<file path="src/rtl/masurare_viteza_pkg.sv">
// Shared constants for the wheel-speed measurement block: BCD digit width,
// saturation digits and the default gate length.
package masurare_viteza_pkg;

    localparam int BCD_W               = 4;
    localparam int GATE_CYCLES_DEFAULT = 12500000;

    localparam logic [BCD_W-1:0] SAT_ZECI    = 4'd9;
    localparam logic [BCD_W-1:0] SAT_UNITATI = 4'd9;
    localparam logic [BCD_W-1:0] BCD_ZERO    = 4'd0;
    localparam logic [BCD_W-1:0] BCD_ONE     = 4'd1;
    localparam logic [BCD_W-1:0] BCD_NINE    = 4'd9;

    function automatic logic bcd_is_max(input logic [BCD_W-1:0] zeci,
                                        input logic [BCD_W-1:0] unitati);
        return (zeci == SAT_ZECI) && (unitati == SAT_UNITATI);
    endfunction

endpackage

</file>
<file path="src/rtl/masurare_viteza_contor_bcd_saturat.sv">
// Two-digit BCD counter that sticks at 99 and flags any further increments.
module contor_bcd_saturat
    import masurare_viteza_pkg::*;
(
    input  logic             clock,
    input  logic             reset,
    input  logic             clear,
    input  logic             load_one,
    input  logic             incr,
    output logic [BCD_W-1:0] zeci,
    output logic [BCD_W-1:0] unitati,
    output logic             overflow
);

    // clear wins over incr; load_one lets an edge on the clearing cycle count as the first of the new window
    always_ff @(posedge clock or posedge reset) begin
        if (reset) begin
            zeci     <= BCD_ZERO;
            unitati  <= BCD_ZERO;
            overflow <= 1'b0;
        end else if (clear) begin
            zeci     <= BCD_ZERO;
            unitati  <= load_one ? BCD_ONE : BCD_ZERO;
            overflow <= 1'b0;
        end else if (incr) begin
            if (bcd_is_max(zeci, unitati)) begin
                overflow <= 1'b1;
            end else if (unitati == BCD_NINE) begin
                unitati <= BCD_ZERO;
                zeci    <= zeci + BCD_ONE;
            end else begin
                unitati <= unitati + BCD_ONE;
            end
        end
    end

endmodule

</file>
<file path="src/rtl/masurare_viteza.sv">
// Counts encoder rising edges over a fixed gate window and presents the
// result as two registered BCD digits with an overflow flag.
module masurare_viteza
    import masurare_viteza_pkg::*;
#(
    parameter int GATE_CYCLES = GATE_CYCLES_DEFAULT,
    parameter int SYNC_STAGES = 2
) (
    input  logic             clock,
    input  logic             reset,
    input  logic             puls_encoder,
    input  logic             stop,
    output logic [BCD_W-1:0] cifra_zeci,
    output logic [BCD_W-1:0] cifra_unitati,
    output logic             valid_nou,
    output logic             depasire
);

    localparam int GATE_W = $clog2(GATE_CYCLES);

    logic [SYNC_STAGES-1:0] sync_r;
    logic [SYNC_STAGES:0]   prime_r;
    logic                   prev_r;
    logic [GATE_W-1:0]      gate_r;
    logic                   edge_s;
    logic                   terminal_s;
    logic                   clear_s;
    logic                   load_one_s;
    logic [BCD_W-1:0]       acc_zeci;
    logic [BCD_W-1:0]       acc_unitati;
    logic                   acc_overflow;

    // prime_r masks the edge detector until the chain holds real samples, so a high input at reset release is not counted
    always_ff @(posedge clock or posedge reset) begin
        if (reset) begin
            sync_r  <= '0;
            prime_r <= '0;
            prev_r  <= 1'b0;
        end else begin
            sync_r  <= {sync_r[SYNC_STAGES-2:0], puls_encoder};
            prime_r <= {prime_r[SYNC_STAGES-1:0], 1'b1};
            prev_r  <= sync_r[SYNC_STAGES-1];
        end
    end

    // gate counter, held at zero while stopped so a full window follows stop release
    always_ff @(posedge clock or posedge reset) begin
        if (reset) begin
            gate_r <= '0;
        end else if (stop || terminal_s) begin
            gate_r <= '0;
        end else begin
            gate_r <= gate_r + GATE_W'(1);
        end
    end

    always_comb begin
        edge_s     = sync_r[SYNC_STAGES-1] & ~prev_r & prime_r[SYNC_STAGES];
        terminal_s = (gate_r == GATE_W'(GATE_CYCLES - 1));
        clear_s    = stop | terminal_s;
        load_one_s = edge_s & terminal_s & ~stop;
    end

    contor_bcd_saturat u_contor (
        .clock    (clock),
        .reset    (reset),
        .clear    (clear_s),
        .load_one (load_one_s),
        .incr     (edge_s),
        .zeci     (acc_zeci),
        .unitati  (acc_unitati),
        .overflow (acc_overflow)
    );

    // result registers: snapshot on the window's last cycle, forced to zero while stopped
    always_ff @(posedge clock or posedge reset) begin
        if (reset) begin
            cifra_zeci    <= BCD_ZERO;
            cifra_unitati <= BCD_ZERO;
            depasire      <= 1'b0;
            valid_nou     <= 1'b0;
        end else if (stop) begin
            cifra_zeci    <= BCD_ZERO;
            cifra_unitati <= BCD_ZERO;
            depasire      <= 1'b0;
            valid_nou     <= 1'b0;
        end else if (terminal_s) begin
            cifra_zeci    <= acc_zeci;
            cifra_unitati <= acc_unitati;
            depasire      <= acc_overflow;
            valid_nou     <= 1'b1;
        end else begin
            valid_nou     <= 1'b0;
        end
    end

endmodule

</file>
<file path="config.mk">
export PLATFORM = sky130hd
export DESIGN_NAME = masurare_viteza
export DESIGN_NICKNAME = d
export VERILOG_FILES = /design/src/rtl/masurare_viteza_pkg.sv /design/src/rtl/masurare_viteza_contor_bcd_saturat.sv /design/src/rtl/masurare_viteza.sv
export SDC_FILE = /design/constraint.sdc
export NUM_CORES = 1
export LEC_CHECK = 0
export CAP_MARGIN = 20
export CORE_UTILIZATION = 59
export CTS_CLUSTER_DIAMETER = 200
export DETAILED_ROUTE_END_ITERATION = 10
export PLACE_DENSITY = 0.9
export SLEW_MARGIN = 25
export SYNTH_ARGS = -nofsm -noshare
export SYNTH_HDL_FRONTEND = slang
export SYNTH_SLANG_ARGS = --single-unit
export TNS_END_PERCENT = 10
</file>
<file path="constraint.sdc">
create_clock -name clock -period 2.1 [get_ports clock]
set_input_delay 0.63 -clock clock [delete_from_list [all_inputs] [get_ports clock]]
set_output_delay 0.63 -clock clock [all_outputs]
set_load 0.02 [all_outputs]
</file>
==> summary.txt, run 1 <==
Detailed routing
  – Detailed Route Iter0 Violations: 167
  – Vias: 1,833
  – Residual DRC count: 0
  – Drt pass-1 iters: 4
  – Vias/cell: 6.05
  – Final wirelength: 4400 um
  – DRT antenna net count: 0
  – DR WL/cell: 14.5 um

Timing
  – Fin Setup TNS: 0 ns
  – Setup ws final: 0.218 ns
  – Min Tclk post-route: 1.88 ns
  – Setup-failing EPs final: 0
  – Unrepaired setup endpoints after global routing: no
  – Setup Skew: 0.00619 ns
  – Final hold violation count: 0
  – Max Slew Vio Count: 0
  – Fmax: 531 MHz
  – Tcrit/Tclk final: 89.6%

Global routing
  – Global Route Usage Sum: 24.1%
  – Vias in the first global route: 1,802
  – Global-route wire length before repair: 7820 um
  – Grt peak-use layer: met2
  – Initial antenna violation count: 0
  – Pin count of the biggest net entering global routing: 50
  – GR Layer Usage met1: 29.2%
  – Met3 Track Usage GR: 6.38%
  – GRT Residual Overflow: 0
  – Met2 Usage GRT: 39.2%

Floorplan
  – Die width: 66.2 um
  – I/O pin cnt: 14
  – Die ar.: 4380 um2
  – Core ar.: 3800 um2
  – Row count: 22
  – Die height: 66.2 um
  – Starting Density: 64.0%

Placement
  – Pre-CTS setup slack: 0.317 ns
  – Final HPWL DP: 2980 um
  – Final Wtd Congestion: 0.815
  – Port Buffers: 13

Critical path
  – CP endpoint: cifra_unitati[1]
  – WP buf/inv: 1
  – Crit-path cells: clkdlybuf4s50_1
  – Max stage delay on crit path: 0.60 ns
  – Crit path depth: 1
  – Reg2Reg Setup Slack: 0.31 ns
  – Req. time, crit path: 1.47 ns
  – Worst R2R End: gate_r[13]
  – CP Launch Point: cifra_unitati[1]
  – CP Data Arrival Time: 1.25 ns
  – Reg-to-reg critical path startpoint: gate_r[0]
  – Crit path kind: flip-flop to primary output
  – Crit path max fanout: 2
  – CP endpoint kind: primary output
  – Slowest-stage cell, CP: clkdlybuf4s50_1
  – R2R depth: 6
  – CP top delay family: buffers and inverters
  – Kind of start point of the critical path: flip-flop

Clock network
  – Clk buf depth: 2
  – CTS tree: built
  – Hold_buf cts: 0
  – Post-CTS setup repair buffer count: 0
  – Clock Latency Late Sink: 0.30 ns
  – CTS resizes: 0
  – Clock root buffer: clkbuf_8
  – Clock Sinks: 49
  – CTS Buf Count: 5
  – Clock slew at reported path FFs: 0.09 ns
  – H-tree depth: 2

Cells and area
  – FF+latch area: 1230 um2
  – Antenna cells: 0
  – Post-layout util: 72.3%
  – Final nets: 263
  – Fillers: 279
  – Area of the multi-input gates: 1080 um2
  – Share of layout cells above drive strength 1: 9.80%
  – Area Overhead vs Synth: 13.0%

Synthesis
  – Async SR Flop Fraction: 100%
  – Synthesized area: 2430 um2
  – #FFs+latches synth: 49
  – Syn Area/Cell: 10.0 um2
  – Post-synth EDFFs: 0
  – Synth warnings: 0
  – Main synth FF type: dfrtp_1
  – Distinct cells, synth: 41
  – Synth Instances: 242
  – Syn_nets: 251
  – Seq/Total Area, Yosys: 50.4%

Power and ir drop
  – Overall Power: 1810 uW
  – Power Dens Cells: 658 nW/um2
  – Lkg Pwr: 0.00113 uW
  – Maximum vdd drop: 0.586 mV

Run status
  – Outcome: completed

Job
  – Max-Cap Viols: 0

Hold path
  – Min-Delay Path Depth: 0
  – Type of the worst min-delay path: flip-flop to flip-flop
kinds of logic after synthesis:
| family | Yosys count | share of synthesized area, % |
|---|---|---|
| simple gates | 98 | 24.7 |
| other cells | 1 | 0.154 |
| xor+xnor | 15 | 5.40 |
| fa+ha+maj | 5 | 2.57 |
| buf+inv | 25 | 5.25 |
| flops | 49 | 50.4 |
| compound gates | 49 | 11.5 |
metrics by stage:
step | area, um2 | instances | hold WS (ns)
2_1_floorplan | 2430 | 242 | 0.331
3_3_place_gp | 2610 | 295 | 0.332
3_5_place_dp | 2610 | 295 | 0.335
4_1_cts | 2750 | 303 | 0.355
5_1_grt | 2750 | 303 | 0.369
6_report | 2750 | 303 | 0.355
synthesized netlist by cell type, types with 3 or more instances:
master,number,share of area (%)
or4_1,3,0.93
nand2_1,8,1.2
o21ai_0,17,3.5
nor3_1,3,0.62
nand4_1,22,5.7
xor2_1,9,3.2
inv_1,9,1.4
buf_2,6,1.2
xnor2_1,6,2.2
clkbuf_1,6,0.93
and4_1,5,1.8
buf_6,3,1.4
nand3_1,6,1.2
ha_1,5,2.6
o31ai_1,3,0.93
nor4_1,3,0.77
and3_1,3,0.77
or3_1,7,1.8
a21oi_1,20,4.1
dfrtp_1,49,50
nor2_1,23,3.6
layout make-up:
type / instances / share of cell area, %
timing repair buffer: 21 / 7.84
sequential: 49 / 44.6
multi-input combinational: 168 / 39.2
inverter: 9 / 1.23
clock inverter: 3 / 2.37
tap: 48 / 2.19
clock buffer: 5 / 2.51
where the power goes:
part / leakage, uW / internal [uW] / total (uW) / switching [uW]
Combinational: 0.000391 / 22.5 / 65.2 / 42.7
Sequential: 0.000668 / 954 / 963 / 8.71
Clock: 0.0000681 / 473 / 779 / 306
worst min path at each step:
| stage | startpoint | endpoint | slack, ns |
|---|---|---|---|
| finish | prime_r[1] | prime_r[2] | 0.35 |
| floorplan | prime_r[0] | prime_r[1] | 0.33 |
| detailed placement | prime_r[0] | prime_r[1] | 0.33 |
| global route | prime_r[0] | prime_r[1] | 0.37 |
| CTS | prime_r[0] | prime_r[1] | 0.36 |
| global placement | prime_r[0] | prime_r[1] | 0.33 |
sequential cells by signal, indices dropped and copies added (netlist names):
signal	flops
cifra_unitati	4
cifra_zeci	4
depasire	1
gate_r	24
prev_r	1
prime_r	3
sync_r	2
u_contor.overflow	1
u_contor.unitati	4
u_contor.zeci	4
valid_nou	1
per-layer routing:
metal / up-vias / part of all wire [%]
li1: 900 / -
met1: 878 / 44
met2: 46 / 49
met3: 9 / 4.3
met4: 0 / 2.1
met5: - / 0
layout by cell type (no fill, tap or decap), types with 2 or more instances in the layout:
| cell | n |
|---|---|
| xnor2_1 | 6 |
| nand2_1 | 8 |
| buf_4 | 6 |
| or3_1 | 7 |
| a21oi_1 | 20 |
| o31ai_1 | 3 |
| nor4b_2 | 2 |
| and4_4 | 2 |
| clkdlybuf4s50_1 | 13 |
| and4_1 | 5 |
| o21ai_0 | 17 |
| clkbuf_8 | 5 |
| bufinv_16 | 2 |
| and3_1 | 3 |
| ha_1 | 5 |
| or4_1 | 3 |
| nor2_1 | 23 |
| and3b_1 | 2 |
| buf_12 | 2 |
| inv_1 | 8 |
| nand3b_1 | 2 |
| a31oi_1 | 2 |
| nand4_1 | 22 |
| xor2_1 | 9 |
| dfrtp_1 | 49 |
| nor4_1 | 3 |
| nand3_1 | 6 |
| and2_1 | 2 |
| nor3_1 | 3 |
Power figures use the tool's default switching activity.
==> inputs of run 2 (changes only) <==
- CORE_UTILIZATION: 59 -> 45
- CTS_CLUSTER_SIZE: not set -> 28
- PLACE_DENSITY: 0.9 -> 0.74
==> run 2 against run 1 <==
  * Non-clock buffer count decreased by 1
  * First-iteration DRC count increased by 5.4%
  * Flip-flop and latch count unchanged
  * Critical path type unchanged
==> summary.txt, run 2 (same netlist as run 1, synthesis figures left out) <==
Run status
  – Outcome: completed

Critical path
  – Crit path max fanout: 2
  – CP endpoint kind: primary output
  – R2R depth: 5
  – CP top delay family: buffers and inverters
  – Kind of start point of the critical path: flip-flop
  – WP buf/inv: 1
  – Reg2Reg Setup Slack: 0.33 ns
  – Max stage delay on crit path: 0.60 ns
  – Reg-to-reg critical path startpoint: gate_r[8]
  – Slowest-stage cell, CP: clkdlybuf4s50_1
  – Req. time, crit path: 1.47 ns
  – Crit path kind: flip-flop to primary output
  – Crit-path cells: clkdlybuf4s50_1
  – CP Data Arrival Time: 1.26 ns
  – Worst R2R End: u_contor.unitati[0]

Clock network
  – Hold_buf cts: 0
  – Clock root buffer: clkbuf_8
  – CTS tree: built
  – CTS Buf Count: 5
  – Post-CTS setup repair buffer count: 0
  – CTS resizes: 0
  – Clock Sinks: 49
  – H-tree depth: 2
  – Clock Latency Late Sink: 0.30 ns
  – Clk buf depth: 2
  – Clock slew at reported path FFs: 0.09 ns

Placement
  – Port Buffers: 13
  – Final HPWL DP: 3200 um
  – Final Wtd Congestion: 0.764
  – Pre-CTS setup slack: 0.350 ns

Cells and area
  – Largest Register: gate_r
  – Commonest non-fill, non-tap cell in the layout: dfrtp_1
  – Antenna cells: 0
  – Max reg flops: 24
  – Most frequent cells in the layout: dfrtp_1 (49), nor2_1 (23), nand4_1 (22)
  – Share of layout cells above drive strength 1: 9.45%
  – Final nets: 262
  – Area Overhead vs Synth: 12.5%

Power and ir drop
  – Cell-internal power: 1270 uW
  – Switch Pwr: 352 uW
  – Combinational share of power: 3.9%
  – Power Dens Cells: 595 nW/um2
  – Overall Power: 1630 uW
  – Sw Ratio: 21.7%
  – Maximum vdd drop: 0.279 mV
  – Clock power share: 36.8%
  – Flop pwr share: 59.2%
  – Lkg Pwr: 0.00111 uW

Global routing
  – Pin count of the biggest net entering global routing: 50
  – Initial antenna violation count: 0
  – Vias in the first global route: 1,698
  – Global-route wire length before repair: 8050 um
  – GRT Residual Overflow: 0
  – Global Route Usage Sum: 18.9%

Timing
  – Setup Skew: 0.00452 ns
  – Tcrit/Tclk final: 89.8%
  – Max Slew Vio Count: 0
  – Final hold violation count: 0
  – Setup ws final: 0.214 ns
  – Unrepaired setup endpoints after global routing: no
  – Fmax: 530 MHz
  – Min Tclk post-route: 1.89 ns
  – Fin Setup TNS: 0 ns
  – Setup-failing EPs final: 0

Hold path
  – Hold path start: prime_r[0]
  – Min-Delay Path Depth: 0
  – WHS Endpoint: prime_r[1]
  – Type of the worst min-delay path: flip-flop to flip-flop

Floorplan
  – Die ar.: 5700 um2
  – Starting Density: 47.3%
  – Die width: 75.5 um
  – Die height: 75.5 um
  – I/O pin cnt: 14
  – Core ar.: 5140 um2
  – Row count: 26

Detailed routing
  – Vias: 1,818
  – Drt pass-1 iters: 4
  – WL met3: 214 um
  – Residual DRC count: 0
  – Met1 wire length: 2160 um
  – Vias/cell: 5.61
  – Max Used Layer: met4
  – Final wirelength: 4640 um
  – DR WL/cell: 14.3 um
  – DRT antenna net count: 0
  – DR WL met2: 2190 um
  – Detailed Route Iter0 Violations: 176

Job
  – Max-Cap Viols: 0
run 2: power by group through the flow:
stage | combinational [uW] | sequential, uW | clock (uW)
after detailed placement | 66.1 | 982 | 0
after CTS | 66.2 | 963 | 617
after global routing | 73.6 | 966 | 661
after floorplan | 44.4 | 980 | 0
final | 64.2 | 964 | 599
after global placement | 65.6 | 981 | 0
run 2: cell type report:
cell class                 instances  area (um2)
clock buffer                       7        96.3
clock inverter                     1        5.00
fill                             502        2410
inverter                           9        33.8
multi-input combinational        168        1080
sequential                        49        1230
tap                               70        87.6
timing repair buffer              20         208
run 2: worst max path at each step:
stage / slack [ns] / depth (start not counted) / endpoint / start
4_1_cts: 0.19 / 1 / cifra_zeci[0] / cifra_zeci[0]
5_1_grt: 0.13 / 1 / cifra_zeci[1] / cifra_zeci[1]
3_3_place_gp: 0.41 / 5 / u_contor.unitati[3] / stop
2_1_floorplan: 0.30 / 1 / cifra_unitati[0] / reset
6_report: 0.21 / 1 / cifra_zeci[0] / cifra_zeci[0]
3_5_place_dp: 0.35 / 5 / u_contor.unitati[0] / gate_r[8]
run 2: stage by stage:
stage	instances	hold WS, ns	utilization, %	instance area, um2
after floorplan	242	0.331	-	2430
after global placement	316	0.332	51.2	2630
after detailed placement	316	0.335	51.2	2630
after CTS	324	0.355	53.2	2730
after global routing	324	0.369	53.2	2730
final	324	0.353	53.2	2730
run 2: routing by layer:
metal  GRT usage, %  vias up
li1               -      900
met1           25.6      868
met2           30.5       44
met3           4.10        6
met4           6.17        0
met5              0        -
==> inputs of run 3 (changes only) <==
- HOLD_SLACK_MARGIN: not set -> 0.12
==> results of run 3 <==
The final DEF is identical to that of run 2; final timing and power are the same.
